===== src/rtl/regfile_write_arbiter_if.sv =====
// Bundle of every non-clock/reset signal of regfile_write_arbiter.
//   slave  : the arbiter side (takes requests and read addresses, drives
//            readies, the register-file write port, forwarding and counter)
//   master : the requester / register-file / reader side
// Signals:
//   a_valid/a_ready/a_addr/a_data : requester A (ALU/execute) writeback
//   b_valid/b_ready/b_addr/b_data : requester B (load/store return) writeback
//   rf_write/rf_inAddress/rf_in   : registered register-file write port
//   rd_addr1/rd_addr2             : read addresses for forwarding compare
//   fwd_hit1/fwd_hit2/fwd_data    : forwarding results
//   x0_drops                      : saturating count of absorbed x0 writes
interface regfile_write_arbiter_if #(
  parameter int unsigned DATA_W = 32,
  parameter int unsigned ADDR_W = 5,
  parameter int unsigned CNT_W  = 8
);
  logic              a_valid;
  logic              a_ready;
  logic [ADDR_W-1:0] a_addr;
  logic [DATA_W-1:0] a_data;
  logic              b_valid;
  logic              b_ready;
  logic [ADDR_W-1:0] b_addr;
  logic [DATA_W-1:0] b_data;
  logic              rf_write;
  logic [ADDR_W-1:0] rf_inAddress;
  logic [DATA_W-1:0] rf_in;
  logic [ADDR_W-1:0] rd_addr1;
  logic [ADDR_W-1:0] rd_addr2;
  logic              fwd_hit1;
  logic              fwd_hit2;
  logic [DATA_W-1:0] fwd_data;
  logic [CNT_W-1:0]  x0_drops;

  modport slave (
    input  a_valid, a_addr, a_data,
    input  b_valid, b_addr, b_data,
    input  rd_addr1, rd_addr2,
    output a_ready, b_ready,
    output rf_write, rf_inAddress, rf_in,
    output fwd_hit1, fwd_hit2, fwd_data,
    output x0_drops
  );

  modport master (
    output a_valid, a_addr, a_data,
    output b_valid, b_addr, b_data,
    output rd_addr1, rd_addr2,
    input  a_ready, b_ready,
    input  rf_write, rf_inAddress, rf_in,
    input  fwd_hit1, fwd_hit2, fwd_data,
    input  x0_drops
  );
endinterface


===== src/rtl/regfile_write_arbiter.sv =====
// Round-robin arbiter sharing the register file's single write port between
// two writeback requesters (A: execute, B: load/store return).
// Ports:
//   clk : system clock, all state on rising edge
//   rst : synchronous active-low reset
//   bus : regfile_write_arbiter_if.slave (handshakes, write port,
//         forwarding compares, x0 drop counter)
// One handshake is accepted per cycle; the accepted write appears on the
// register-file port in the following cycle. Writes to x0 are accepted but
// absorbed and counted.
module regfile_write_arbiter #(
  parameter int unsigned DATA_W = 32,
  parameter int unsigned ADDR_W = 5,
  parameter int unsigned CNT_W  = 8
) (
  input logic                   clk,
  input logic                   rst,
  regfile_write_arbiter_if.slave bus
);

  typedef enum logic {
    LAST_A = 1'b0,
    LAST_B = 1'b1
  } grant_e;

  grant_e            last_grant;
  grant_e            last_grant_nxt;

  logic              a_rdy;
  logic              b_rdy;
  logic              accept;
  logic [ADDR_W-1:0] sel_addr;
  logic [DATA_W-1:0] sel_data;
  logic              sel_is_x0;

  logic              wr_q;
  logic [ADDR_W-1:0] addr_q;
  logic [DATA_W-1:0] data_q;
  logic [CNT_W-1:0]  drops_q;

  // Grant selection: a lone requester wins; on a tie the requester that
  // did not win last time wins. Nothing is granted while in reset.
  always_comb begin
    a_rdy          = 1'b0;
    b_rdy          = 1'b0;
    last_grant_nxt = last_grant;
    if (rst) begin
      if (bus.a_valid && (!bus.b_valid || last_grant == LAST_B)) begin
        a_rdy = 1'b1;
      end else if (bus.b_valid) begin
        b_rdy = 1'b1;
      end
    end
    if (a_rdy) begin
      last_grant_nxt = LAST_A;
    end else if (b_rdy) begin
      last_grant_nxt = LAST_B;
    end
  end

  always_comb begin
    accept    = a_rdy || b_rdy;
    sel_addr  = b_rdy ? bus.b_addr : bus.a_addr;
    sel_data  = b_rdy ? bus.b_data : bus.a_data;
    sel_is_x0 = (sel_addr == '0);
  end

  always_ff @(posedge clk) begin
    if (!rst) begin
      last_grant <= LAST_B;
      wr_q       <= 1'b0;
      addr_q     <= '0;
      data_q     <= '0;
      drops_q    <= '0;
    end else begin
      last_grant <= last_grant_nxt;
      wr_q       <= accept && !sel_is_x0;
      // x0 writes leave the port address/data untouched.
      if (accept && !sel_is_x0) begin
        addr_q <= sel_addr;
        data_q <= sel_data;
      end
      if (accept && sel_is_x0 && (drops_q != '1)) begin
        drops_q <= drops_q + CNT_W'(1);
      end
    end
  end

  assign bus.a_ready      = a_rdy;
  assign bus.b_ready      = b_rdy;
  assign bus.rf_write     = wr_q;
  assign bus.rf_inAddress = addr_q;
  assign bus.rf_in        = data_q;
  assign bus.x0_drops     = drops_q;
  assign bus.fwd_data     = data_q;
  assign bus.fwd_hit1     = wr_q && (bus.rd_addr1 == addr_q) && (bus.rd_addr1 != '0);
  assign bus.fwd_hit2     = wr_q && (bus.rd_addr2 == addr_q) && (bus.rd_addr2 != '0);

endmodule


===== src/flat_wrapper.sv =====
// flat-port wrapper written by rule: the top's interface ports become plain ports
module regfile_write_arbiter_flat 
#(
  parameter int unsigned DATA_W = 32,
  parameter int unsigned ADDR_W = 5,
  parameter int unsigned CNT_W  = 8
)
  (clk, rst, bus_a_valid, bus_a_addr, bus_a_data, bus_b_valid, bus_b_addr, bus_b_data, bus_rd_addr1, bus_rd_addr2, bus_a_ready, bus_b_ready, bus_rf_write, bus_rf_inAddress, bus_rf_in, bus_fwd_hit1, bus_fwd_hit2, bus_fwd_data, bus_x0_drops);
  regfile_write_arbiter_if #(.DATA_W(DATA_W), .ADDR_W(ADDR_W), .CNT_W(CNT_W)) bus_i ();
  input logic clk;
  input logic rst;
  input wire logic [$bits(bus_i.a_valid)-1:0] bus_a_valid;
  input wire logic [$bits(bus_i.a_addr)-1:0] bus_a_addr;
  input wire logic [$bits(bus_i.a_data)-1:0] bus_a_data;
  input wire logic [$bits(bus_i.b_valid)-1:0] bus_b_valid;
  input wire logic [$bits(bus_i.b_addr)-1:0] bus_b_addr;
  input wire logic [$bits(bus_i.b_data)-1:0] bus_b_data;
  input wire logic [$bits(bus_i.rd_addr1)-1:0] bus_rd_addr1;
  input wire logic [$bits(bus_i.rd_addr2)-1:0] bus_rd_addr2;
  output wire logic [$bits(bus_i.a_ready)-1:0] bus_a_ready;
  output wire logic [$bits(bus_i.b_ready)-1:0] bus_b_ready;
  output wire logic [$bits(bus_i.rf_write)-1:0] bus_rf_write;
  output wire logic [$bits(bus_i.rf_inAddress)-1:0] bus_rf_inAddress;
  output wire logic [$bits(bus_i.rf_in)-1:0] bus_rf_in;
  output wire logic [$bits(bus_i.fwd_hit1)-1:0] bus_fwd_hit1;
  output wire logic [$bits(bus_i.fwd_hit2)-1:0] bus_fwd_hit2;
  output wire logic [$bits(bus_i.fwd_data)-1:0] bus_fwd_data;
  output wire logic [$bits(bus_i.x0_drops)-1:0] bus_x0_drops;
  assign bus_i.a_valid = bus_a_valid;
  assign bus_i.a_addr = bus_a_addr;
  assign bus_i.a_data = bus_a_data;
  assign bus_i.b_valid = bus_b_valid;
  assign bus_i.b_addr = bus_b_addr;
  assign bus_i.b_data = bus_b_data;
  assign bus_i.rd_addr1 = bus_rd_addr1;
  assign bus_i.rd_addr2 = bus_rd_addr2;
  assign bus_a_ready = bus_i.a_ready;
  assign bus_b_ready = bus_i.b_ready;
  assign bus_rf_write = bus_i.rf_write;
  assign bus_rf_inAddress = bus_i.rf_inAddress;
  assign bus_rf_in = bus_i.rf_in;
  assign bus_fwd_hit1 = bus_i.fwd_hit1;
  assign bus_fwd_hit2 = bus_i.fwd_hit2;
  assign bus_fwd_data = bus_i.fwd_data;
  assign bus_x0_drops = bus_i.x0_drops;
  regfile_write_arbiter #(.DATA_W(DATA_W), .ADDR_W(ADDR_W), .CNT_W(CNT_W)) u_core (.clk(clk), .rst(rst), .bus(bus_i));
endmodule

===== config.mk =====
export PLATFORM = sky130hd
export DESIGN_NAME = regfile_write_arbiter_flat
export DESIGN_NICKNAME = d
export VERILOG_FILES = /design/src/rtl/regfile_write_arbiter_if.sv /design/src/rtl/regfile_write_arbiter.sv /design/src/flat_wrapper.sv
export SDC_FILE = /design/constraint.sdc
export NUM_CORES = 1
export LEC_CHECK = 0
export ABC_CLOCK_PERIOD_IN_PS = 2600
export BUFFER_PORTS_ARGS = -buffer_cell sky130_fd_sc_hd__buf_2
export CORE_MARGIN = 2
export CORE_UTILIZATION = 45
export CTS_CLUSTER_DIAMETER = 30
export DETAILED_ROUTE_END_ITERATION = 12
export GPL_TIMING_DRIVEN = 0
export PLACE_DENSITY = 0.92
export SYNTH_ARGS = -nofsm -noshare
export SYNTH_HDL_FRONTEND = slang
export SYNTH_SLANG_ARGS = --single-unit

===== constraint.sdc =====
create_clock -name clk -period 2.6 [get_ports clk]
set_input_delay 0.26 -clock clk [delete_from_list [all_inputs] [get_ports clk]]
set_output_delay 0.26 -clock clk [all_outputs]
set_load 0.03 [all_outputs]

== Yosys cells after proc, flatten, opt, wreduce, memory -nomap -nowiden ==
Index checks and enable logic that the tools add are counted.
Word-level totals
  register bits: 47
  output and inout bits: 82
  logic and storage cells: 34
Operators by class
  add/sub/neg operators: 1
  eq/ne operators: 3
  multiplexer cells: 9
  reduce and logical (&&, ||, !) cells: 16
Operators by type and width (number)
  $mux 32: 1
  $eq 5x5->1: 2
  $reduce_bool 5->1: 2
  $add 8x1->8 const B: 1
  $logic_and 1x1->1: 8
  $ne 8x8->1 const B: 1
  $mux 1: 7
  $logic_not 5->1: 1
  $mux 5: 1
  $logic_not 1->1: 2
  $logic_or 1x1->1: 2
  $reduce_bool 2->1: 1

== Depth between registers and ports, before layout ==
  depth in word-level cells: 9
  depth in mapped cells: 7

== Worst setup path before layout ==
Ideal clock, no wire load.
  kind: flip-flop to output port
  start: reg u_core.last_grant
  end: out bus_a_ready
  arrival: 2.001 ns
  setup slack: 0.339 ns
  cell stages (with the launch flop): 7
  buffers on the path: 2
  path through: dfxtp_1 -> nand2_1 -> nand3_1 -> buf_2 -> buf_1 -> inv_1 -> nor2_1
Between the ends
  word-level cells in the longest chain between the ends: 4
Ends and longest elaborated chain
  from (decl): line regfile_write_arbiter.sv:26  | grant_e last_grant;
  from (signal assigned): line regfile_write_arbiter.sv:76  | last_grant <= last_grant_nxt;
  $logic_or 1x1->1: line regfile_write_arbiter.sv:48  | if (bus.a_valid && (!bus.b_valid || last_grant == LAST_B)) begin
  $logic_and 1x1->1: line regfile_write_arbiter.sv:48
  $mux 1: line regfile_write_arbiter.sv:48
  $mux 1: line regfile_write_arbiter.sv:47  | if (rst) begin
  to (decl): line flat_wrapper.sv:20  | output wire logic [$bits(bus_i.a_ready)-1:0] bus_a_ready;
No other way between the ends.

== Worst setup path after layout ==
  start: reg u_core.last_grant
  end: reg u_core.data_q[25] (netlist: u_core.bus.fwd_data[25])
Between the ends
  word-level cells in the longest chain between the ends: 8
  elaborated cells on any way between the ends: 12
  classes of those cells: mux (6); reduce/logical (6)
Ends and longest elaborated chain
  $logic_or 1x1->1 *: line regfile_write_arbiter.sv:48
  $logic_and 1x1->1 *: line regfile_write_arbiter.sv:48
  $mux 1: line regfile_write_arbiter.sv:48
  $mux 1: line regfile_write_arbiter.sv:47
  $mux 5: line regfile_write_arbiter.sv:63  | sel_addr = b_rdy ? bus.b_addr : bus.a_addr;
  $logic_not 5->1: line regfile_write_arbiter.sv:65  | sel_is_x0 = (sel_addr == '0);
  $logic_not 1->1: line regfile_write_arbiter.sv:79  | if (accept && !sel_is_x0) begin
  $logic_and 1x1->1: line regfile_write_arbiter.sv:79
  to (signal assigned): line regfile_write_arbiter.sv:81  | data_q <= sel_data;
  to (decl): line regfile_write_arbiter.sv:38  | logic [DATA_W-1:0] data_q;
Every way passes the cells marked *; elsewhere a longest branch is shown, timed or not.
A chain may end at the register's enable or synchronous reset.

==> flow_metrics.tcl <==
set metrics [dict create \
    start_util_pct 47.4 \
    wl_met2_um 3710 \
    clock_insertion_delay_worst_skew_ns 0.29 \
    slew_viol_final 0 \
    timing.rr.end "u_core.bus.fwd_data[25]" \
    hold_slack_ns 0.234 \
    r2r_start "u_core.last_grant" \
    place.port_buffers 169 \
    r2r_cells 6 \
    drt-total-wl_um 7320 \
    drive_above_1_share_pct 47.9 \
    cp_cell_sequence "nand2_1 > nand3_1 > buf_2 > buf_1 > mux2i_1 > o21ai_0" \
    avgSynthCellArea_um2 8.81 \
    fin_crit_ns 2.38 \
    worst_hold_path_type "in -> reg" \
    ys_warn_count 0 \
    number_of_vias_after_detailed_routing 2688 \
    global_route_wire_length_before_repair_um 11200 \
    die_width_um 78.0 \
    critPathMaxStageDelay_ns 0.71 \
    die_area_um2 6090 \
    area_fraction_in_compound_gates_after_synthesis_pct 12.8 \
    place_area_um2 3400 \
    power.leakage_nw 1.97 \
    timing.critical_path.fanout_max 19 \
    drt.antenna.violating_nets 0 \
    critical_path.top_delay_family "buffers and inverters" \
    drt-pass1-iter-count 4 \
    clkSlewWorstSetupHoldPaths_ns 0.08 \
    clock-root-buffer "sky130_fd_sc_hd__clkbuf_8" \
    timing.critical_path.from_type "flop" \
    synth_top_family_by_area "simple AND/OR/NAND/NOR gates" \
    largest_clock_skew_in_the_final_design_ns 0.00426 \
    setup_ws_ns 0.224 \
    worst-setup-path-type "reg -> reg" \
    worst_hold_path.num_cells 3 \
    grt_start_max_net_pins 20 \
    holdPathEnd "u_core.bus.fwd_data[31]" \
    met3_wirelength_um 610 \
    detailedRoute.firstIterationViolations 60 \
    wire_per_inst_um 13.9 \
    worstPathBufferInverterCount 2 \
    finalSetupTns_ns 0 \
    synth.cell_area_um2 2470 \
    synth_nets 369 \
    route.top_layer_used "met4" \
    end_kind "flop" \
    first_global_vias 2498 \
    synth_adder_area_share_pct 0.507 \
    grt-ovfl-total 0 \
    utilization_pct 66.9 \
    cts_sinks 47 \
    floorplan.die.height_um 78.0 \
    status "finished clean" \
    ctsHoldBuffers 0 \
    p_per_area_nw_per_um2 546 \
    fmax_ghz 0.421 \
    synth_simple_gate_area_share_pct 16.3 \
    antenna_cells 0 \
    dp_hpwl_um 5830 \
    critical_path_cell_count 6 \
    antenna_found_initial 0 \
    syn-instance-count 280 \
    worstPathRequired_ns 2.77 \
    worst_vdd_ir_v 0.000295 \
    timing_hold_violations_final 0 \
    detail_route.vias_per_cell 5.12 \
    remaining_routing_drc_violations 0 \
    synth_seq_cells 47 \
    worstHoldStart "bus_b_data[31]" \
    placeableCoreArea_um2 5200 \
    r2r_setup_slack_ns 0.22 \
    gp_congestion 0.870 \
    finish.cell_count_without_fillers 525 \
    setup_viol 0 \
    timing.max_cap.violations 0 \
    rsz0062_at_grt "no" \
    clk_path_buf_depth 2 \
    fin_nets 544 \
    layout-area-overhead-vs-synth_pct 41.2 \
    power_total_mw 1.90 \
    number_of_buffers_added_by_the_clock_tree_synthesis_step 5 \
    parity_gate_share_of_the_synthesized_area_counting_xor_and_xnor_cells_pct 2.84 \
    preCtsSetupSlack_ns 0.200 \
    post-route-period-util_pct 91.4 \
    timing.slew.headroom_pct 42.9 \
    master_of_the_slowest_instance_on_the_critical_path "sky130_fd_sc_hd__buf_1" \
    timing_worst_slew_pin_value_ns 0.856 \
    layout.cell_area.non_filler_um2 3480 \
    tritoncts_clock_tree "built" \
    cts_post_setup_buffers_inserted 0 \
    pin_count 170 \
    synth.yosys.seq_area_share_pct 38.2 \
    yosys-mux-area-fraction_pct 15.8 \
    place.detailed.instances 519 \
    m1WireLength_um 2810 \
    globalRouteTotalUtil_pct 22.9 \
    cp_data_arrival_time_ns 2.55 \
    netlist-cell-type-count 32 \
    std_cell_rows 26 \
    h-tree-depth 2 \
]
## synthesized netlist by cell type (all sizes together)
library cell / number / area share (%)
a31o: 1 / 0.36
o41ai: 1 / 0.36
o31ai: 4 / 1.2
a31oi: 1 / 0.25
and4: 2 / 0.71
o211ai: 3 / 0.91
nand2b: 2 / 0.51
xnor2: 2 / 0.71
dfxtp: 47 / 38
xor2: 6 / 2.1
ha: 1 / 0.51
and3: 2 / 0.51
o21ai: 42 / 8.5
nor2b: 1 / 0.25
a211o: 1 / 0.36
nor2: 4 / 0.61
nor4: 3 / 0.76
inv: 5 / 0.76
or4: 3 / 1.1
nor3: 4 / 0.81
clkbuf: 9 / 1.4
and2: 1 / 0.25
nand3: 40 / 8.1
nand2: 8 / 1.2
buf: 41 / 11
nor4b: 1 / 0.96
nand4: 2 / 0.51
a21oi: 4 / 0.81
mux2i: 39 / 16
## logic make-up (layout without fill, tap and decap cells)
kind of cell | Yosys count | after routing
adder cells (fa/ha/maj) | 1 | 1
buffers and inverters | 55 | 230
flip-flops | 47 | 47
AO/OA/AOI/OAI | 57 | 57
multiplexers | 39 | 39
XOR/XNOR | 8 | 8
AND/OR/NAND/NOR | 73 | 73
## worst max-delay path by stage
| stage | slack, ns | startpoint | to |
|---|---|---|---|
| floorplan | 0.34 | u_core.last_grant | bus_a_ready |
| global placement | 0.22 | bus_a_valid | bus_a_ready |
| detailed placement | 0.20 | bus_a_valid | bus_a_ready |
| CTS | 0.17 | u_core.last_grant | u_core.bus.fwd_data[25] |
| global route | 0.02 | u_core.last_grant | u_core.bus.rf_inAddress[4] |
| finish | 0.22 | u_core.last_grant | u_core.bus.fwd_data[25] |
## area by class of cell
class                           count  area [um2]
Multi-Input combinational cell    178        1190
Buffer                             49         313
Inverter                            5        18.8
Timing Repair Buffer              169         846
Clock buffer                        6        82.6
Fill cell                         453        1720
Tap cell                           70        87.6
Sequential cell                    47         941
Clock inverter                      1        5.00
## cell usage in the layout (no fill, tap or decap), types with 3 or more instances in the layout
cell / count
sky130_fd_sc_hd__a21oi_1: 4
sky130_fd_sc_hd__inv_1: 5
sky130_fd_sc_hd__o31ai_1: 4
sky130_fd_sc_hd__clkbuf_1: 9
sky130_fd_sc_hd__nor2_1: 4
sky130_fd_sc_hd__buf_2: 176
sky130_fd_sc_hd__o21ai_0: 42
sky130_fd_sc_hd__nand2_1: 8
sky130_fd_sc_hd__xor2_1: 6
sky130_fd_sc_hd__nor3_1: 4
sky130_fd_sc_hd__nor4_1: 3
sky130_fd_sc_hd__mux2i_1: 39
sky130_fd_sc_hd__dfxtp_1: 47
sky130_fd_sc_hd__o211ai_1: 3
sky130_fd_sc_hd__nand3_1: 40
sky130_fd_sc_hd__clkbuf_8: 6
sky130_fd_sc_hd__buf_4: 32
## worst reg2reg max path: stages, from the launching register on
cell and delay (ns):
sky130_fd_sc_hd__dfxtp_1 0.34, sky130_fd_sc_hd__nand2_1 0.08, sky130_fd_sc_hd__nand3_1 0.19, sky130_fd_sc_hd__buf_2 0.55
sky130_fd_sc_hd__buf_1 0.71, sky130_fd_sc_hd__mux2i_1 0.29, sky130_fd_sc_hd__o21ai_0 0.10
## timing repair
item,CTS,global route
endpoints found under the hold margin,0,0
setup endpoints to repair,1,0
resized for setup,0,0
## per-layer routing
layer	global-route usage (%)	up-vias
met5	0	-
met2	44.2	149
met1	24.2	1194
li1	-	1322
met4	8.07	0
met3	5.06	23
## where the power goes
| part | switching, mW | internal, mW |
|---|---|---|
| clock | 0.232 | 0.209 |
| combinational | 0.388 | 0.242 |
| sequential | 0.0504 | 0.779 |
| total | 0.670 | 1.23 |
## state kept, by name, indices dropped and copies added, names as in the netlist
register,cells
u_core.bus.fwd_data,32
u_core.bus.x0_drops,8
u_core.bus.rf_inAddress,5
u_core.bus.rf_write,1
u_core.last_grant,1
No activity file was read; power rests on OpenSTA's default activity.
